--- src/rtl/async_fifo.sv ---
// Single-clock FIFO with first-word fall-through read data and registered
// full / almost-full / empty / almost-empty flags.
module async_fifo #(
    parameter int unsigned DSIZE = 8,
    parameter int unsigned ASIZE = 4
) (
    input  logic             clk,
    input  logic             rst_n,
    input  logic             winc,
    input  logic [DSIZE-1:0] wdata,
    output logic             wfull,
    output logic             awfull,
    input  logic             rinc,
    output logic [DSIZE-1:0] rdata,
    output logic             rempty,
    output logic             arempty
);

    localparam int unsigned PW    = ASIZE + 1;
    localparam int unsigned DEPTH = 1 << ASIZE;

    logic [DSIZE-1:0] mem [DEPTH];

    logic [PW-1:0] wptr;
    logic [PW-1:0] rptr;
    logic [PW-1:0] wptr_nxt;
    logic [PW-1:0] rptr_nxt;
    logic [PW-1:0] count_nxt;
    logic          w_ok;
    logic          r_ok;
    logic          wfull_nxt;
    logic          awfull_nxt;
    logic          rempty_nxt;
    logic          arempty_nxt;

    // Accept decisions use the registered flags only, never same-cycle inputs.
    always_comb begin
        w_ok        = winc & ~wfull;
        r_ok        = rinc & ~rempty;
        wptr_nxt    = wptr + PW'(w_ok);
        rptr_nxt    = rptr + PW'(r_ok);
        count_nxt   = wptr_nxt - rptr_nxt;
        rempty_nxt  = (count_nxt == PW'(0));
        arempty_nxt = (count_nxt == PW'(1));
        wfull_nxt   = (count_nxt == PW'(DEPTH));
        awfull_nxt  = (count_nxt == PW'(DEPTH - 1));
    end

    // Pointers and flags; flags describe occupancy after this edge.
    always_ff @(posedge clk or negedge rst_n) begin
        if (!rst_n) begin
            wptr    <= '0;
            rptr    <= '0;
            rempty  <= 1'b1;
            arempty <= 1'b0;
            wfull   <= 1'b0;
            awfull  <= 1'b0;
        end else begin
            wptr    <= wptr_nxt;
            rptr    <= rptr_nxt;
            rempty  <= rempty_nxt;
            arempty <= arempty_nxt;
            wfull   <= wfull_nxt;
            awfull  <= awfull_nxt;
        end
    end

    // Storage array is deliberately left unreset.
    always_ff @(posedge clk) begin
        if (w_ok) begin
            mem[wptr[ASIZE-1:0]] <= wdata;
        end
    end

    // Head word is presented combinationally (fall-through).
    assign rdata = mem[rptr[ASIZE-1:0]];

endmodule

--- config.mk ---
export PLATFORM = sky130hd
export DESIGN_NAME = async_fifo
export DESIGN_NICKNAME = d
export VERILOG_FILES = /design/src/rtl/async_fifo.sv
export SDC_FILE = /design/constraint.sdc
export NUM_CORES = 1
export LEC_CHECK = 0
export ABC_AREA = 1
export BUFFER_PORTS_ARGS = -buffer_cell sky130_fd_sc_hd__clkbuf_2
export CORE_MARGIN = 2
export CORE_UTILIZATION = 31
export DETAILED_ROUTE_END_ITERATION = 10
export SLEW_MARGIN = 15
export SYNTH_ARGS = -nofsm -noshare
export SYNTH_HDL_FRONTEND = slang
export SYNTH_SLANG_ARGS = --single-unit
--- constraint.sdc ---
create_clock -name clk -period 2 [get_ports clk]
set_clock_uncertainty 0.2 [all_clocks]
set_input_delay 0.1 -clock clk [delete_from_list [all_inputs] [get_ports clk]]
set_output_delay 0.1 -clock clk [all_outputs]
set_load 0.02 [all_outputs]
==> results by group <==
Outcome
  – Run status: finished with violations
  – Failing checks: setup timing

Timing
  – RSZ-0062 raised after global routing: true
  – Final setup fails: 12
  – Highest Clock Rate: 445 MHz
  – Hold_ws: 10.7 ps
  – Final setup margin: -246 ps
  – Slew Limit Fails: 0
  – Fin crit share: 112%
  – Worst-Margin Slew: 597 ps
  – Max_slew headroom: 60.0%
  – Final hold viol count: 0
  – Min cycle time layout: 2250 ps

Setup path
  – Kind of cell adding the most delay to the critical path: flip-flops
  – CP Capture Type: output pin
  – Crit path max-delay cell type: dfrtp_4
  – Crit path launch type: flip-flop
  – Worst Path Max Fanout: 19
  – CP peak stage delay: 520 ps
  – Crit path cell chain: buf_12 -> buf_12 -> a21oi_1 -> o21ai_1 -> nand3_1 -> nand3_2 -> nand2_2 -> clkbuf_8
  – Req. time, crit path: 1700 ps
  – Critical path class: reg2out
  – Arr. time, crit path: 1950 ps
  – Flop-to-flop setup slack: -210 ps
  – Most Frequent Cell on Critical Path: buf_12
  – WP buf/inv: 3

GRT
  – GRT Overall Usage: 14.4%
  – Largest net degree at the start of global routing: 65
  – First-pass GRT wire length: 22.2 mm
  – Initial antenna violation count: 0
  – Vias in the first global route: 4114
  – Grt ovf: 0

Synthesis
  – Cells after Synth: 539
  – Share of the synthesized area in the top cell type: 62.6%
  – Adder-cell area share of the yosys netlist: 1.75%
  – Post-synthesis mux area share: 0%
  – Mapped Nets: 559
  – Area contributors post-synth: edfxtp_1 (63%), dfrtp_1 (5.3%), inv_1 (5.1%)
  – Combinational family with the most area after synthesis: simple AND/OR/NAND/NOR gates
  – Synthesized flop and latch total: 142
  – Simple-gate share of the synthesized area: 12.9%
  – Cell Area, Synth: 6140 sq um
  – Synth Warn #: 0
  – Yosys top cell by area: edfxtp_1
  – Yosys cell types: 25
  – Sequential share of the synthesized area: 68.3%
  – Compound-Gate Fraction of Synth Area: 9.21%
  – Synth Area per Inst: 11.4 sq um
  – Xor and xnor area share after synthesis: 0.285%

Clock tree
  – Clock Pin Slew Worst Setup and Hold Paths: 60 ps
  – Root Buffer: clkbuf_16
  – Clk sinks: 142
  – Clk Latency, worst-skew pair: 410 ps
  – CTS max path bufs: 2
  – Max H-tree Level: 4
  – CTS buffer count: 17
  – CTS tree: done

Detailed routing
  – DRC errors left: 0
  – Vias: 4181
  – Wirelength per Cell: 16.2 microns
  – Initial drt markers: 393
  – Final ANT Viol Nets: 0
  – Total iterations of the first detailed-routing run: 4
  – WL final: 14.4 mm
  – Via density: 4.72

Finish
  – Fillers: 1818
  – # nets final: 629
  – Multi-input combinational cell area: 1800 sq um
  – P&R area growth vs syn: 30.3%
  – Layout cells sized above 1: 28.5%
  – Antenna cells: 0
  – Sequential cell area: 4200 sq um

Placed design
  – Post-DP HPWL: 8.49 mm
  – Gpl congestion: 0.838
  – Port buffer count: 23

Die
  – Initial core utilization: 31.6%
  – I/O pin count: 24
  – Die height: 145 microns
  – DIE AREA: 21000 sq um
  – Core Region: 19500 sq um
  – Die W: 145 microns
  – Cell Rows: 51

Pwr
  – Pwr Total: 13.0 mW
  – Pwr Density: 1620 nW/um^2
  – VDD IR max: 0.932 mV
  – Pleak: 3.11 nW

Job
  – Max_cap viols: 0

Hold path
  – Hold/Removal Path Class: in2reg
-- metrics by stage --
stage / cell area, sq um / worst slack [ps] / cells / util, % / TNS, ps
after floorplan: 6190 / -200 / 539 / - / -726
after global placement: 6770 / -185 / 833 / 34.8 / -645
after detailed placement: 6770 / -266 / 833 / 34.8 / -927
after CTS: 7750 / -263 / 881 / 39.8 / -2890
after global routing: 8000 / -358 / 886 / 41.1 / -3720
final: 8000 / -246 / 886 / 41.1 / -2540
-- layout make-up --
cell class / instances / share of cell area, %
repair buffers: 76 / 10.1
flip-flops and latches: 142 / 52.5
multi-input cells: 284 / 22.4
well taps: 265 / 4.14
clock buffers: 22 / 5.55
clock inverters: 9 / 1.13
inverters: 88 / 4.16
-- flip-flops by register name (all words and copies together), names as in the netlist --
name,count
rempty,1
arempty,1
wptr,5
rptr,5
mem,128
awfull,1
wfull,1
-- path summary, 6_finish.rpt --
check | start | end | cells after the start
min | wdata[5] | mem[9][5]$_DFFE_PP_ | 1
max reg2reg | rempty$_DFF_PN1_ | awfull$_DFF_PN0_ | 9
max | rptr[0]$_DFF_PN0_ | rdata[0] | 8
max in group asynchronous | rst_n | rptr[0]$_DFF_PN0_ | 3
min reg2reg | wptr[4]$_DFF_PN0_ | wptr[4]$_DFF_PN0_ | 2
min in group asynchronous | rst_n | rempty$_DFF_PN1_ | 3
-- power by group --
group	switching, mW	internal, mW	total, mW
Clock	1.18	1.71	2.88
Combinational	3.63	2.66	6.29
Sequential	0.174	3.65	3.82
Total	4.98	8.01	13.0
-- logic make-up (layout without fill, tap and decap cells) --
kind of cell             after synthesis  count (layout)
AND/OR/NAND/NOR                      177             177
flip-flops                           142             142
buffers and inverters                113             195
AO/OA/AOI/OAI                         97              97
adder cells (fa/ha/maj)                8               8
XOR/XNOR                               2               2
-- worst register-to-register path, stage by stage (launching register included) --
cell and delay [ps]:
dfstp_2 540, nor2_2 50, ha_4 170, ha_4 270, inv_4 40, fa_2 580, nand2_2 70, nor2_2 90
nand2_1 50, nor2_1 100
-- metal layers --
layer / vias up / GRT usage, % / part of all wire [%] / wire length (microns)
met5: - / 0 / 0 / 0
met4: 0 / 4.80 / 1.1 / 151
met3: 13 / 4.08 / 6.4 / 921
met2: 129 / 23.3 / 49 / 7050
met1: 2033 / 18.6 / 43 / 6240
li1: 2006 / - / - / -
-- layout by cell type (no fill, tap or decap), drive strengths merged, types with 11 or more instances in the layout --
master and count:
edfxtp 128, inv 89, nand2 86, nand3 62
buf 44, clkbuf 43, a21oi 33, o211ai 32
o21ai 32, nor2 25, dfrtp 13, dlygate4sd3 11
-- synthesized netlist by cell type --
library cell / instances
a21oi_1: 33
buf_1: 1
buf_2: 15
buf_4: 1
buf_6: 2
clkbuf_1: 6
dfrtp_1: 13
dfstp_2: 1
edfxtp_1: 128
fa_1: 1
ha_1: 7
inv_1: 84
inv_2: 4
nand2_1: 77
nand2_2: 8
nand2_4: 1
nand3_1: 61
nand3_2: 1
nand4_1: 3
nand4_2: 1
nor2_1: 24
nor2_2: 1
o211ai_1: 32
o21ai_0: 32
xor2_1: 2
-- repair_timing --
item,in CTS,in global routing
hold buffers,11,0
endpoints found under the setup margin,12,12
pin swaps,39,37
cloned,3,2
gates resized for setup,67,54
hold endpoints to repair,98,0
setup buffers,3,3
No activity file was read; power rests on OpenSTA's default activity.
